--- src/rtl/instr_fetch.sv ---
// ---------------------------------------------------------------------------
// instr_fetch
//
// Instruction-fetch stage feeding the control decoder. Owns the PC, reads
// instruction words over an Avalon-style port with waitrequest, latches each
// word into an instruction register and exposes the decoder fields. Taken
// branches/jumps are applied with a one-instruction delay slot. The unit
// stops for good (until reset) once the PC reaches HALT_ADDR.
//
// Ports
//   clk              in   clock, rising edge
//   reset_n          in   synchronous active-low reset
//   mem_address      out  [31:0] byte address of the read (== PC)
//   mem_read         out  read request
//   mem_waitrequest  in   memory stall, request must be held
//   mem_readdata     in   [31:0] instruction word, valid when not stalled
//   advance          in   decoder consumed the current instruction
//   redirect         in   current instruction is a taken branch/jump
//   redirect_target  in   [31:0] branch/jump destination (bits [1:0] dropped)
//   instr            out  [31:0] instruction register
//   opcode           out  [5:0]  instr[31:26]
//   function_code    out  [5:0]  instr[5:0]
//   b_code           out  [4:0]  instr[20:16]
//   pc_out           out  [31:0] address of instr
//   link_addr        out  [31:0] pc_out + 8, wraps at 2^32
//   instr_valid      out  instr holds a fetched, unconsumed instruction
//   active           out  low once halted
// ---------------------------------------------------------------------------
module instr_fetch #(
  parameter logic [31:0] RESET_VECTOR = 32'hBFC00000,
  parameter logic [31:0] HALT_ADDR    = 32'h00000000
) (
  input  logic        clk,
  input  logic        reset_n,
  output logic [31:0] mem_address,
  output logic        mem_read,
  input  logic        mem_waitrequest,
  input  logic [31:0] mem_readdata,
  input  logic        advance,
  input  logic        redirect,
  input  logic [31:0] redirect_target,
  output logic [31:0] instr,
  output logic [5:0]  opcode,
  output logic [5:0]  function_code,
  output logic [4:0]  b_code,
  output logic [31:0] pc_out,
  output logic [31:0] link_addr,
  output logic        instr_valid,
  output logic        active
);

  typedef enum logic [1:0] {
    FETCH  = 2'b00,
    HOLD   = 2'b01,
    HALTED = 2'b10
  } state_e;

  localparam logic [31:0] WORD_MASK = 32'hFFFF_FFFC;

  state_e      state_q, state_d;
  logic [31:0] pc_q, pc_d;
  logic [31:0] instr_q, instr_d;
  logic        mem_read_q, mem_read_d;
  logic        instr_valid_q, instr_valid_d;
  logic        active_q, active_d;
  logic        pending_q, pending_d;
  logic [31:0] pending_target_q, pending_target_d;
  logic [31:0] next_pc_s;

  // Address that follows the current instruction: a latched branch target
  // takes priority once its delay slot is being consumed.
  always_comb begin
    next_pc_s = pc_q + 32'd4;
    if (pending_q) begin
      next_pc_s = pending_target_q;
    end else begin
      next_pc_s = pc_q + 32'd4;
    end
  end

  // Next-state and next-output logic for the fetch controller.
  always_comb begin
    state_d          = state_q;
    pc_d             = pc_q;
    instr_d          = instr_q;
    mem_read_d       = mem_read_q;
    instr_valid_d    = instr_valid_q;
    active_d         = active_q;
    pending_d        = pending_q;
    pending_target_d = pending_target_q;

    case (state_q)
      FETCH: begin
        active_d = 1'b1;
        // A read only completes while it is actually being requested. The
        // first FETCH cycle after reset has mem_read low and just issues it.
        if (mem_read_q && !mem_waitrequest) begin
          instr_d       = mem_readdata;
          state_d       = HOLD;
          mem_read_d    = 1'b0;
          instr_valid_d = 1'b1;
        end else begin
          mem_read_d    = 1'b1;
          instr_valid_d = 1'b0;
        end
      end

      HOLD: begin
        active_d = 1'b1;
        if (advance) begin
          pc_d          = next_pc_s;
          instr_valid_d = 1'b0;
          // A redirect in the delay slot of an earlier branch is dropped.
          if (pending_q) begin
            pending_d = 1'b0;
          end else if (redirect) begin
            pending_d        = 1'b1;
            pending_target_d = redirect_target & WORD_MASK;
          end else begin
            pending_d = 1'b0;
          end
          if (next_pc_s == HALT_ADDR) begin
            state_d    = HALTED;
            mem_read_d = 1'b0;
            active_d   = 1'b0;
          end else begin
            state_d    = FETCH;
            mem_read_d = 1'b1;
          end
        end else begin
          mem_read_d    = 1'b0;
          instr_valid_d = 1'b1;
        end
      end

      HALTED: begin
        mem_read_d    = 1'b0;
        instr_valid_d = 1'b0;
        active_d      = 1'b0;
      end

      default: begin
        // Unreachable encoding: park quietly until reset.
        state_d       = HALTED;
        mem_read_d    = 1'b0;
        instr_valid_d = 1'b0;
        active_d      = 1'b0;
      end
    endcase
  end

  // State and output registers with synchronous active-low reset; a reset
  // during a stalled read drops mem_read on the next cycle.
  always_ff @(posedge clk) begin
    if (!reset_n) begin
      state_q          <= FETCH;
      pc_q             <= RESET_VECTOR & WORD_MASK;
      instr_q          <= 32'h0000_0000;
      mem_read_q       <= 1'b0;
      instr_valid_q    <= 1'b0;
      active_q         <= 1'b1;
      pending_q        <= 1'b0;
      pending_target_q <= 32'h0000_0000;
    end else begin
      state_q          <= state_d;
      pc_q             <= pc_d;
      instr_q          <= instr_d;
      mem_read_q       <= mem_read_d;
      instr_valid_q    <= instr_valid_d;
      active_q         <= active_d;
      pending_q        <= pending_d;
      pending_target_q <= pending_target_d;
    end
  end

  assign mem_address   = pc_q;
  assign mem_read      = mem_read_q;
  assign instr         = instr_q;
  assign opcode        = instr_q[31:26];
  assign function_code = instr_q[5:0];
  assign b_code        = instr_q[20:16];
  assign pc_out        = pc_q;
  assign link_addr     = pc_q + 32'd8;
  assign instr_valid   = instr_valid_q;
  assign active        = active_q;

endmodule

--- config.mk ---
export PLATFORM = sky130hd
export DESIGN_NAME = instr_fetch
export DESIGN_NICKNAME = d
export VERILOG_FILES = /design/src/rtl/instr_fetch.sv
export SDC_FILE = /design/constraint.sdc
export NUM_CORES = 1
export LEC_CHECK = 0
export BUFFER_PORTS_ARGS = -buffer_cell sky130_fd_sc_hd__buf_2
export CELL_PAD_IN_SITES_DETAIL_PLACEMENT = 0
export CELL_PAD_IN_SITES_GLOBAL_PLACEMENT = 2
export CORE_MARGIN = 2
export CORE_UTILIZATION = 27
export CTS_CLUSTER_DIAMETER = 40
export DETAILED_ROUTE_END_ITERATION = 8
export PLACE_DENSITY = 0.8
export SLEW_MARGIN = 20
export SYNTH_ARGS = -nofsm -noshare
export SYNTH_HDL_FRONTEND = slang
export SYNTH_SLANG_ARGS = --single-unit
--- constraint.sdc ---
create_clock -name clk -period 3.2 [get_ports clk]
set_clock_uncertainty 0.15 [all_clocks]
set_input_delay 0.32 -clock clk [delete_from_list [all_inputs] [get_ports clk]]
set_output_delay 0.32 -clock clk [all_outputs]
set_load 0.02 [all_outputs]
==> insert_results.sql <==
INSERT INTO impl_metrics (metric_group, metric, value, unit) VALUES
('critical_path', 'path_class', 'register to primary output', ''),
('power', 'total_leakage_power', '3.07', 'nW'),
('clock_network', 'htree_levels', '3', ''),
('grt', 'antenna_violations_before_repair', '5', ''),
('floorplanning', 'placementRows', '54', ''),
('clock_network', 'cts_inserted_buffers', '9', ''),
('clock_network', 'cts.sinks', '100', ''),
('sta', 'timing.final.crit_period', '2960', 'ps'),
('yosys', 'syn-mean-instance-area', '7.71', 'um2'),
('finish', 'finish.net_count', '979', ''),
('clock_network', 'clkSlewWorstSetupHoldPaths', '80', 'ps'),
('floorplanning', 'floorplan.io_pins', '217', ''),
('placed_design', 'dpl_worst_slack', '363', 'ps'),
('yosys', 'synth.cells.most_frequent', 'sky130_fd_sc_hd__nand2_1, sky130_fd_sc_hd__dfxtp_1, sky130_fd_sc_hd__a21boi_0', ''),
('power', 'max-vdd-ir-drop', '0.231', 'mV'),
('yosys', 'synth.yosys.warnings', '0', ''),
('sta', 'layout_worst_path_cycle_share', '92.4', '%'),
('clock_network', 'clock_tree.buffer_depth', '2', ''),
('detailed_routing', 'detail_route.drc_violations', '0', ''),
('sta', 'timing_max_transition_violations_final', '0', ''),
('critical_path', 'cpPeakStageDelay', '520', 'ps'),
('floorplanning', 'die_w', '152', 'um'),
('power', 'power_per_cell_area', '409', 'nW/um2'),
('detailed_routing', 'detailedRoute.firstPassIterationCount', '5', ''),
('critical_path', 'worst_setup_path_end_kind', 'primary output', ''),
('clock_network', 'post_cts.repair.setup_buffers', '0', ''),
('sta', 'achievable_frequency', '0.338', 'GHz'),
('placed_design', 'rd_place_congestion', '0.818', ''),
('finish', 'layout.filler_cells', '2406', ''),
('detailed_routing', 'detailedRoute.firstIterationViolations', '346', ''),
('yosys', 'synth-main-ff-cell', 'sky130_fd_sc_hd__dfxtp_1', ''),
('power', 'total_power', '2.98', 'mW'),
('sta', 'fin_setup_tns', '0', 'ps'),
('yosys', 'post_synthesis_async_set_or_reset_flop_share', '0', '%'),
('yosys', 'yosys.area.top_type', 'sky130_fd_sc_hd__dfxtp_1', ''),
('yosys', 'synth_sequential_area_ratio', '34.0', '%'),
('yosys', 'postSynthRegisterBits', '100', ''),
('yosys', 'synth_area_leaders', 'sky130_fd_sc_hd__dfxtp_1, sky130_fd_sc_hd__nand2_1, sky130_fd_sc_hd__a21boi_0, sky130_fd_sc_hd__buf_4, sky130_fd_sc_hd__xnor2_1', ''),
('finish', 'layout-drive-gt1-share', '32.3', '%'),
('floorplanning', 'floorplan.core_area', '21600', 'um2'),
('critical_path', 'critical_path.cell_chain', 'buf_4 > nand4_1 > nor2_2 > nand4_1 > nor3_1 > xor2_1 > buf_2', ''),
('yosys', 'synthDistinctLibCells', '59', ''),
('worst_hold_path', 'hold_path_class', 'primary input to register', ''),
('critical_path', 'crit_arrival', '2490', 'ps'),
('critical_path', 'crit_slowest_cell', 'sky130_fd_sc_hd__dfxtp_1', ''),
('detailed_routing', 'number_of_vias_in_the_routed_layout', '5577', ''),
('clock_network', 'cts_tree', 'done', ''),
('finish', 'synthToLayoutAreaGrowth', '23.7', '%'),
('sta', 'hold_viol', '0', ''),
('sta', 'worst_path_setup_slack_after_routing', '243', 'ps'),
('sta', 'setup_viol_count_final', '0', ''),
('run_status', 'status', 'finished, final reports clean', ''),
('detailed_routing', 'route.antenna.remaining_nets', '0', ''),
('clock_network', 'worstSkewPairLatency', '360', 'ps'),
('floorplanning', 'die_area', '23000', 'um2'),
('yosys', 'synth_enable_flop_cells', '0', ''),
('placed_design', 'detailedPlacementHpwl', '13900', 'um'),
('sta', 'worst_slew_pin_slew', '635', 'ps'),
('yosys', 'synth_nets', '835', ''),
('run', 'max_cap_viol_count', '0', ''),
('placed_design', 'portBuffers', '214', ''),
('yosys', 'syn-cell-area', '5890', 'um2'),
('critical_path', 'critPathRequiredTime', '2730', 'ps'),
('yosys', 'synthDominantCellAreaShare', '34.0', '%'),
('detailed_routing', 'drt-vias-per-instance', '4.66', ''),
('floorplanning', 'floorplan.die.height', '152', 'um'),
('critical_path', 'path_common_cell', 'sky130_fd_sc_hd__nand4_1', ''),
('grt', 'global_route_wire_length_before_repair', '28500', 'um'),
('grt', 'grt_max_degree', '85', ''),
('detailed_routing', 'detail_route.wl_per_cell', '15.6', 'um'),
('floorplanning', 'initial_utilization', '27.2', '%');
==> critical path: cells and delay by family, from the launching register on <==
family,cells,cell delay (ps)
xor+xnor,1,180
buf+inv,2,390
flops,1,520
simple gates,4,1030
==> kinds of logic after synthesis <==
kind of cell,share of synthesized area [%]
AO/OA/AOI/OAI,19.1
XOR/XNOR,6.84
adder cells (fa/ha/maj),0.425
buffers and inverters,11.5
flip-flops,34.0
multiplexers,1.40
AND/OR/NAND/NOR,26.7
==> cell usage in the layout, fill, tap and decap left out, types with 10 or more instances in the layout <==
cell	Yosys	layout
sky130_fd_sc_hd__and2_1	10	10
sky130_fd_sc_hd__o21ai_0	29	29
sky130_fd_sc_hd__xor2_1	23	23
sky130_fd_sc_hd__nand3_1	16	16
sky130_fd_sc_hd__buf_4	54	35
sky130_fd_sc_hd__nand4_1	14	14
sky130_fd_sc_hd__a21oi_1	13	13
sky130_fd_sc_hd__buf_2	14	214
sky130_fd_sc_hd__nand2_1	175	175
sky130_fd_sc_hd__a21boi_0	68	68
sky130_fd_sc_hd__nand2b_1	10	10
sky130_fd_sc_hd__dfxtp_1	100	98
sky130_fd_sc_hd__xnor2_1	23	23
sky130_fd_sc_hd__nor2_1	33	30
sky130_fd_sc_hd__nor3_1	15	13
==> per-stage QoR <==
stage	instances	hold slack (ps)	utilization [%]	instance area, um2
after floorplan	764	288	-	5890
after global placement	1177	296	32.1	6940
after detailed placement	1177	302	32.1	6940
after CTS	1193	30.9	33.6	7270
after global routing	1194	29.3	33.7	7280
final	1196	41.7	33.7	7290
==> power breakdown <==
part / switching, mW / internal [mW] / leakage, nW / total [mW]
combinational: 0.264 / 0.166 / 2.10 / 0.430
clock: 0.570 / 0.639 / 0.161 / 1.21
sequential: 0.0496 / 1.29 / 0.812 / 1.34
total: 0.884 / 2.09 / 3.07 / 2.98
==> cell type report <==
type | count | area [um2] | area share, %
multi-input cells | 543 | 3230 | 44.3
inverters | 4 | 15.0 | 0.206
well taps | 280 | 350 | 4.81
clock inverters | 7 | 100 | 1.37
clock buffers | 9 | 225 | 3.09
flip-flops and latches | 100 | 2000 | 27.5
diodes | 3 | 7.51 | 0.103
repair buffers | 250 | 1350 | 18.6
==> worst paths after layout <==
| kind | cells after the start | start | slack (ps) | to |
|---|---|---|---|---|
| worst min register to register | 2 | pending_target_q[17] | 310 | pending_target_q[17] |
| worst max register to register | 7 | mem_address[9] | 340 | mem_read |
| worst max-delay path | 7 | mem_address[13] | 240 | link_addr[26] |
| worst min-delay path | 3 | mem_readdata[6] | 40 | instr[6] |
==> repair_timing <==
action	CTS	global route
endpoints found under the setup margin	1	2
hold buffers	0	0
resized for setup	1	2
==> registers in the layout, summed over array words and instances, names as in the netlist <==
signal and flops:
pending_q 1, instr_valid 1, state_q 2, pending_target_q 30, mem_address 32, mem_read 1
instr 32, active 1
==> routing by layer <==
layer / track usage [%] / wire, um / up-vias
li1: - / - / 2857
met3: 4.19 / 1210 / 16
met5: 0 / 27 / -
met4: 4.21 / 228 / 4
met1: 22.5 / 8710 / 2547
met2: 24.5 / 8510 / 153
(Power assumes the default switching activity.)
